$ cat config.mk
export PLATFORM = sky130hd
export DESIGN_NAME = divf_seq_flat
export DESIGN_NICKNAME = d
export VERILOG_FILES = /design/src/rtl/fp32_pkg.sv /design/src/rtl/divf_seq_if.sv /design/src/rtl/fp32_classify.sv /design/src/rtl/divf_seq.sv /design/src/flat_wrapper.sv
export SDC_FILE = /design/constraint.sdc
export NUM_CORES = 1
export LEC_CHECK = 0
export BUFFER_PORTS_ARGS = -buffer_cell sky130_fd_sc_hd__buf_2
export CORE_MARGIN = 8
export CORE_UTILIZATION = 55
export DETAILED_ROUTE_END_ITERATION = 10
export PLACE_DENSITY = 0.79
export SETUP_SLACK_MARGIN = 0.15
export SLEW_MARGIN = 40
export SYNTH_ARGS = -nofsm -noshare
export SYNTH_HDL_FRONTEND = slang
export SYNTH_SLANG_ARGS = --single-unit
$ cat constraint.sdc
create_clock -name clk -period 8.4 [get_ports clk]
set_input_delay 1.26 -clock clk [delete_from_list [all_inputs] [get_ports clk]]
set_output_delay 1.26 -clock clk [all_outputs]
set_load 0.005 [all_outputs]
$ cat src/rtl/fp32_pkg.sv
// Shared single-precision float definitions for the sequential FP units.
// Holds the fp32 constants, the divider state encoding and the special-case
// bundle produced by fp32_classify.
package fp32_pkg;

    localparam int          FP32_BIAS    = 127;
    localparam logic [31:0] FP32_QNAN    = 32'h7FC0_0000;
    localparam logic [30:0] FP32_INF_MAG = 31'h7F80_0000;

    typedef enum logic [1:0] {
        IDLE = 2'd0,
        DIV  = 2'd1,
        NORM = 2'd2,
        DONE = 2'd3
    } divf_state_t;

    // Precomputed result for an operand pair that bypasses the datapath.
    typedef struct packed {
        logic [31:0] s;
        logic        dz;
        logic        inv;
    } fp32_special_t;

endpackage

$ cat src/rtl/divf_seq_if.sv
// Handshake/data bundle of the sequential fp32 divider.
//   start, a, b            : request and operands (requester -> divider)
//   busy, done, s, flags   : status, quotient and exception flags (divider -> requester)
// master = requester side, slave = divider side.
interface divf_seq_if;
    logic        start;
    logic [31:0] a;
    logic [31:0] b;
    logic        busy;
    logic        done;
    logic [31:0] s;
    logic        dz;
    logic        inv;
    logic        ovf;
    logic        unf;

    modport master (
        output start, a, b,
        input  busy, done, s, dz, inv, ovf, unf
    );

    modport slave (
        input  start, a, b,
        output busy, done, s, dz, inv, ovf, unf
    );
endinterface

$ cat src/rtl/fp32_classify.sv
// Combinational operand classifier for fp32 divide (and later multiply).
// Ports:
//   a, b          : fp32 operands
//   a_nan_inf     : a exponent all ones      b_nan_inf : same for b
//   a_zero        : a exponent zero (denormals flush to zero)   b_zero : same for b
//   special       : encoded result and dz/inv flags for the special pair;
//                   only meaningful when one of the four class bits is set.
module fp32_classify
    import fp32_pkg::*;
(
    input  logic [31:0]   a,
    input  logic [31:0]   b,
    output logic          a_nan_inf,
    output logic          b_nan_inf,
    output logic          a_zero,
    output logic          b_zero,
    output fp32_special_t special
);

    logic sign;

    assign a_nan_inf = (a[30:23] == 8'hFF);
    assign b_nan_inf = (b[30:23] == 8'hFF);
    assign a_zero    = (a[30:23] == 8'h00);
    assign b_zero    = (b[30:23] == 8'h00);
    assign sign      = a[31] ^ b[31];

    // Priority: NaN/Inf operand, then 0/0, then x/0, then 0/x.
    always_comb begin
        special.s   = {sign, 31'd0};
        special.dz  = 1'b0;
        special.inv = 1'b0;
        if (a_nan_inf || b_nan_inf) begin
            special.s   = FP32_QNAN;
            special.inv = 1'b1;
        end else if (a_zero && b_zero) begin
            special.s   = FP32_QNAN;
            special.inv = 1'b1;
        end else if (b_zero) begin
            special.s  = {sign, FP32_INF_MAG};
            special.dz = 1'b1;
        end
    end

endmodule

$ cat src/rtl/divf_seq.sv
// Multi-cycle fp32 divider with start/busy/done handshake.
// The quotient significand comes from a restoring shift-subtract loop that
// produces one bit per clock, then a single normalise/pack cycle.
// Ports:
//   clk    : rising-edge clock
//   rst_n  : asynchronous active-low reset
//   bus    : divf_seq_if.slave (start, a, b in; busy, done, s, dz, inv, ovf, unf out)
// Parameters:
//   QBITS  : quotient bits per operation; only 25 (fp32) is supported
//   BIAS   : exponent bias
module divf_seq
    import fp32_pkg::*;
#(
    parameter int QBITS = 25,
    parameter int BIAS  = FP32_BIAS
)
(
    input  logic      clk,
    input  logic      rst_n,
    divf_seq_if.slave bus
);

    divf_state_t   state_reg, state_next;
    logic [24:0]   rem_reg, rem_next;
    logic [24:0]   quo_reg, quo_next;
    logic [4:0]    cnt_reg, cnt_next;
    logic [23:0]   mb_reg, mb_next;
    logic [7:0]    a_exp_reg, a_exp_next;
    logic [7:0]    b_exp_reg, b_exp_next;
    logic          sign_reg, sign_next;
    logic          special_reg, special_next;
    fp32_special_t spec_reg, spec_next;
    logic          busy_reg, busy_next;
    logic          done_reg, done_next;
    logic [31:0]   s_reg, s_next;
    logic          dz_reg, dz_next;
    logic          inv_reg, inv_next;
    logic          ovf_reg, ovf_next;
    logic          unf_reg, unf_next;

    logic          a_nan_inf, b_nan_inf, a_zero, b_zero;
    fp32_special_t special_cls;
    logic          accept;
    logic [23:0]   diff;
    logic signed [9:0] e_raw;
    logic signed [9:0] e_adj;
    logic [22:0]   mant;

    fp32_classify u_classify (
        .a         (bus.a),
        .b         (bus.b),
        .a_nan_inf (a_nan_inf),
        .b_nan_inf (b_nan_inf),
        .a_zero    (a_zero),
        .b_zero    (b_zero),
        .special   (special_cls)
    );

    // The done cycle is spent in IDLE with done_reg high; starts seen during
    // that cycle are dropped so a held start restarts one edge later.
    assign accept = (state_reg == IDLE) && bus.start && !done_reg;

    // Remainder stays below 2*mb, so when R >= mb the difference fits 24 bits.
    assign diff = rem_reg[23:0] - mb_reg;

    // Exponent of the quotient, then normalise on the quotient's top bit.
    always_comb begin
        e_raw = signed'({2'b00, a_exp_reg}) - signed'({2'b00, b_exp_reg}) + signed'(10'(BIAS));
        e_adj = e_raw;
        mant  = quo_reg[23:1];
        if (!quo_reg[24]) begin
            mant  = quo_reg[22:0];
            e_adj = e_raw - 10'sd1;
        end
    end

    always_comb begin
        state_next   = state_reg;
        rem_next     = rem_reg;
        quo_next     = quo_reg;
        cnt_next     = cnt_reg;
        mb_next      = mb_reg;
        a_exp_next   = a_exp_reg;
        b_exp_next   = b_exp_reg;
        sign_next    = sign_reg;
        special_next = special_reg;
        spec_next    = spec_reg;
        busy_next    = busy_reg;
        done_next    = done_reg;
        s_next       = s_reg;
        dz_next      = dz_reg;
        inv_next     = inv_reg;
        ovf_next     = ovf_reg;
        unf_next     = unf_reg;

        case (state_reg)
            IDLE: begin
                done_next = 1'b0;
                if (accept) begin
                    a_exp_next   = bus.a[30:23];
                    b_exp_next   = bus.b[30:23];
                    sign_next    = bus.a[31] ^ bus.b[31];
                    mb_next      = {1'b1, bus.b[22:0]};
                    rem_next     = {2'b01, bus.a[22:0]};
                    quo_next     = '0;
                    cnt_next     = '0;
                    special_next = a_nan_inf | b_nan_inf | a_zero | b_zero;
                    spec_next    = special_cls;
                    busy_next    = 1'b1;
                    dz_next      = 1'b0;
                    inv_next     = 1'b0;
                    ovf_next     = 1'b0;
                    unf_next     = 1'b0;
                    state_next   = (a_nan_inf | b_nan_inf | a_zero | b_zero) ? NORM : DIV;
                end
            end

            DIV: begin
                if (rem_reg >= {1'b0, mb_reg}) begin
                    quo_next = {quo_reg[23:0], 1'b1};
                    rem_next = {diff, 1'b0};
                end else begin
                    quo_next = {quo_reg[23:0], 1'b0};
                    rem_next = {rem_reg[23:0], 1'b0};
                end
                cnt_next = cnt_reg + 5'd1;
                if (cnt_reg == 5'(QBITS - 1)) begin
                    state_next = NORM;
                end
            end

            NORM: begin
                if (special_reg) begin
                    s_next   = spec_reg.s;
                    dz_next  = spec_reg.dz;
                    inv_next = spec_reg.inv;
                end else if (e_adj >= 10'sd255) begin
                    s_next   = {sign_reg, FP32_INF_MAG};
                    ovf_next = 1'b1;
                end else if (e_adj <= 10'sd0) begin
                    s_next   = {sign_reg, 31'd0};
                    unf_next = 1'b1;
                end else begin
                    s_next   = {sign_reg, e_adj[7:0], mant};
                end
                state_next = DONE;
            end

            DONE: begin
                done_next  = 1'b1;
                busy_next  = 1'b0;
                state_next = IDLE;
            end

            default: state_next = IDLE;
        endcase
    end

    always_ff @(posedge clk or negedge rst_n) begin
        if (!rst_n) begin
            state_reg   <= IDLE;
            rem_reg     <= '0;
            quo_reg     <= '0;
            cnt_reg     <= '0;
            mb_reg      <= '0;
            a_exp_reg   <= '0;
            b_exp_reg   <= '0;
            sign_reg    <= 1'b0;
            special_reg <= 1'b0;
            spec_reg    <= '0;
            busy_reg    <= 1'b0;
            done_reg    <= 1'b0;
            s_reg       <= '0;
            dz_reg      <= 1'b0;
            inv_reg     <= 1'b0;
            ovf_reg     <= 1'b0;
            unf_reg     <= 1'b0;
        end else begin
            state_reg   <= state_next;
            rem_reg     <= rem_next;
            quo_reg     <= quo_next;
            cnt_reg     <= cnt_next;
            mb_reg      <= mb_next;
            a_exp_reg   <= a_exp_next;
            b_exp_reg   <= b_exp_next;
            sign_reg    <= sign_next;
            special_reg <= special_next;
            spec_reg    <= spec_next;
            busy_reg    <= busy_next;
            done_reg    <= done_next;
            s_reg       <= s_next;
            dz_reg      <= dz_next;
            inv_reg     <= inv_next;
            ovf_reg     <= ovf_next;
            unf_reg     <= unf_next;
        end
    end

    assign bus.busy = busy_reg;
    assign bus.done = done_reg;
    assign bus.s    = s_reg;
    assign bus.dz   = dz_reg;
    assign bus.inv  = inv_reg;
    assign bus.ovf  = ovf_reg;
    assign bus.unf  = unf_reg;

endmodule

$ cat src/flat_wrapper.sv
// flat-port wrapper written by rule: the top's interface ports become plain ports
module divf_seq_flat import fp32_pkg::*;
#(
    parameter int QBITS = 25,
    parameter int BIAS  = FP32_BIAS
)
  (clk, rst_n, bus_start, bus_a, bus_b, bus_busy, bus_done, bus_s, bus_dz, bus_inv, bus_ovf, bus_unf);
  divf_seq_if bus_i ();
  input  logic clk;
  input  logic rst_n;
  input wire logic [$bits(bus_i.start)-1:0] bus_start;
  input wire logic [$bits(bus_i.a)-1:0] bus_a;
  input wire logic [$bits(bus_i.b)-1:0] bus_b;
  output wire logic [$bits(bus_i.busy)-1:0] bus_busy;
  output wire logic [$bits(bus_i.done)-1:0] bus_done;
  output wire logic [$bits(bus_i.s)-1:0] bus_s;
  output wire logic [$bits(bus_i.dz)-1:0] bus_dz;
  output wire logic [$bits(bus_i.inv)-1:0] bus_inv;
  output wire logic [$bits(bus_i.ovf)-1:0] bus_ovf;
  output wire logic [$bits(bus_i.unf)-1:0] bus_unf;
  assign bus_i.start = bus_start;
  assign bus_i.a = bus_a;
  assign bus_i.b = bus_b;
  assign bus_busy = bus_i.busy;
  assign bus_done = bus_i.done;
  assign bus_s = bus_i.s;
  assign bus_dz = bus_i.dz;
  assign bus_inv = bus_i.inv;
  assign bus_ovf = bus_i.ovf;
  assign bus_unf = bus_i.unf;
  divf_seq #(.QBITS(QBITS), .BIAS(BIAS)) u_core (.clk(clk), .rst_n(rst_n), .bus(bus_i));
endmodule
==> impl_metrics.ini <==
[run_status]
status = completed

[timing]
fin_setup_tns_ps = 0
fmax_mhz = 236
final.min_clock_period_ps = 4240
tightest_slew_ps = 725
final_hold_viol_count = 0
finalMaxSlewViolations = 0
rsz0062_at_grt = false
slew-limit-headroom_pct = 51.6
fin_skew_ps = 11.0
period_share_pct = 50.5
timing.final.setup_violations = 0
hold_slack_ps = 476

[yosys]
syn_avg_cell_area_um2 = 9.23
synth_compound_area_share_pct = 23.3
synth_edf_count = 0
synthMuxAreaShare_pct = 5.48
synth_cell_types = 83
synth.yosys.seq_area_share_pct = 40.0
ys.flop_type = dfrtp_1
synth_simple_gate_area_share_pct = 15.8
ys_seq_elements = 141
ys_top_cells_by_area = dfrtp_1, ha_1, mux2i_1, nor2_1, nand2_1
synth_cells = 957
synth-warning-count = 0
synth_top_cell_by_area = dfrtp_1
synthArstFlopShare_pct = 100
synth_top_area_share_pct = 40.0
synthAdderAreaFrac_pct = 6.12
synthXorXnorAreaFrac_pct = 3.90
synth_nets = 1066
synth_top_family_by_area = compound AO/OA/AOI/OAI gates
syn_area_um2 = 8830

[floorplanning]
die_y_um = 143
num_rows = 46
io_pins = 105
coreArea_um2 = 15800
initial_core_util_pct = 56.0
fp.dieW_um = 143
die_area_um2 = 20400

[clock_tree]
cts_buffer_depth = 2
clkTransAtPathRegs_ps = 60
cts_setup_buffers = 0
cts.repair.resized = 0
cts_tree = done
clockRootBuffer = clkbuf_16
clk_latency_ps = 430
cts.sinks = 141
numCtsBuffers = 17
hold_buffers = 0
h-tree-depth = 4

[routing]
post-route-drc-count = 0
ant_nets = 0
wl_met1_um = 9940
vias = 7437
drtIter0Drc = 519
drt_wl_total_um = 22100
routedWlPerCell_um = 17.4
met2WireLength_um = 10800
drt_pass1_iterations = 5
avgViaCountPerCell = 5.85
dr_wl_met3_um = 1030
top_layer = met4

[setup_path]
cpMaxStageDelayCell = a21o_2
cp.arrival_ps = 4510
cp_max_fo = 23
rr_worst_depth = 13
path_class = reg -> reg
critPathMaxStageDelay_ps = 620
r2r_slack_ps = 4160
critPathRequiredTime_ps = 8670
start_kind = register
crit_chain = ha_1, inv_1, fa_1, inv_1, ha_1, xor3_1, or3_4, a21oi_2, a211o_1, o2111ai_1, nor4_2, a21o_2, o32ai_1
crit_path_end_kind = register

[grt]
antenna_found_initial = 0
grt_overflow = 0
grt_usage_pct = 22.6
grt_pass1_vias = 7461
grt_pass1_wl_um = 37200
grt_max_degree = 98

[place]
hpwl_um = 15200
place.gp.congestion = 0.890
dp_cells = 1242
io_buffer_count = 104

[final_layout]
final_nets = 1154
drive_gt1_share_pct = 19.2
stdcell_count = 1272
diodes = 0
final_cell_mix = dfrtp_1, nor2_1, nand2_1, buf_2, inv_1
layout_commonest_cell = dfrtp_1
syn2layout_area_growth_pct = 14.6
largest_register_ffs = 32

[min_path]
whs_path_depth = 2
hp-class = reg -> reg

[job]
maxCapViolCount = 0
-- stage by stage --
step                      setup slack, ps  cell area, um^2  util (%)
after detailed placement             4190             9530      60.4
after CTS                            4180            10100      64.2
after global routing                 3920            10100      64.2
after global placement               3970             9500      60.3
after floorplan                      4880             8830         -
final                                4160            10100      64.2
-- worst max-delay path, delay by kind of cell, from the launching register on --
family          cells  cell delay, ps
simple gates        2             830
compound gates      5            1400
buf+inv             2             180
xor+xnor            1             360
fa+ha+maj           3             910
flops               1             380
-- per-layer routing --
layer / up-vias / track usage, %
met2: 212 / 37.8
met4: 0 / 8.05
met5: - / 0
met3: 27 / 4.31
li1: 3596 / -
met1: 3602 / 28.6
-- synth_stat cells, types with 3 or more instances --
master    instances
a211o_1           5
and3_1            3
a21oi_1          51
o22ai_1          26
a31oi_1           3
o21bai_1          3
nor4_1            8
or3_1             4
nand2_1         107
nor3_1            9
a22oi_1           3
dfrtp_1         141
a211oi_1          6
buf_6             5
or2_2             3
clkbuf_1         32
a21boi_0          3
o21a_1            7
inv_1            72
ha_1             40
xnor2_1          19
o32ai_1           4
buf_2             3
a22o_1           27
nand4_1          11
o21ai_0          57
buf_1             3
mux2i_1          45
o32ai_2          19
a21o_1           13
nor2_1          116
xor2_1           12
a211oi_2          5
o31a_1            3
nor2b_1           5
nand3_1          12
or4_1             3
mux2_2            3
nand2b_1          8
-- area by class of cell --
class                      instances  area [um^2]
sequential                       141         3530
tap                              216          270
clock buffer                      23          478
clock inverter                     7          113
inverter                          74          278
fill                            1352         5650
multi-input combinational        699         4860
timing repair buffer             112          594
-- cell families after synthesis --
| kind of cell | count (synthesis) |
|---|---|
| buf+inv | 117 |
| compound gates | 268 |
| mux | 48 |
| xor+xnor | 35 |
| simple gates | 306 |
| flops | 141 |
| fa+ha+maj | 42 |
-- path summary, 6_finish.rpt --
path	start	to
setup / recovery	u_core.b_exp_reg[0]	u_core.bus.s[1]
hold / removal	u_core.mb_reg[23]	u_core.mb_reg[23]
setup reg to reg	u_core.b_exp_reg[0]	u_core.bus.s[1]
hold reg to reg	u_core.mb_reg[23]	u_core.mb_reg[23]
max in group asynchronous	rst_n	u_core.quo_reg[15]
min in group asynchronous	rst_n	u_core.mb_reg[13]
Power is left out: the tool's default activity adds up to more than one toggle a clock period on the data nets, which glitch-free logic cannot reach.
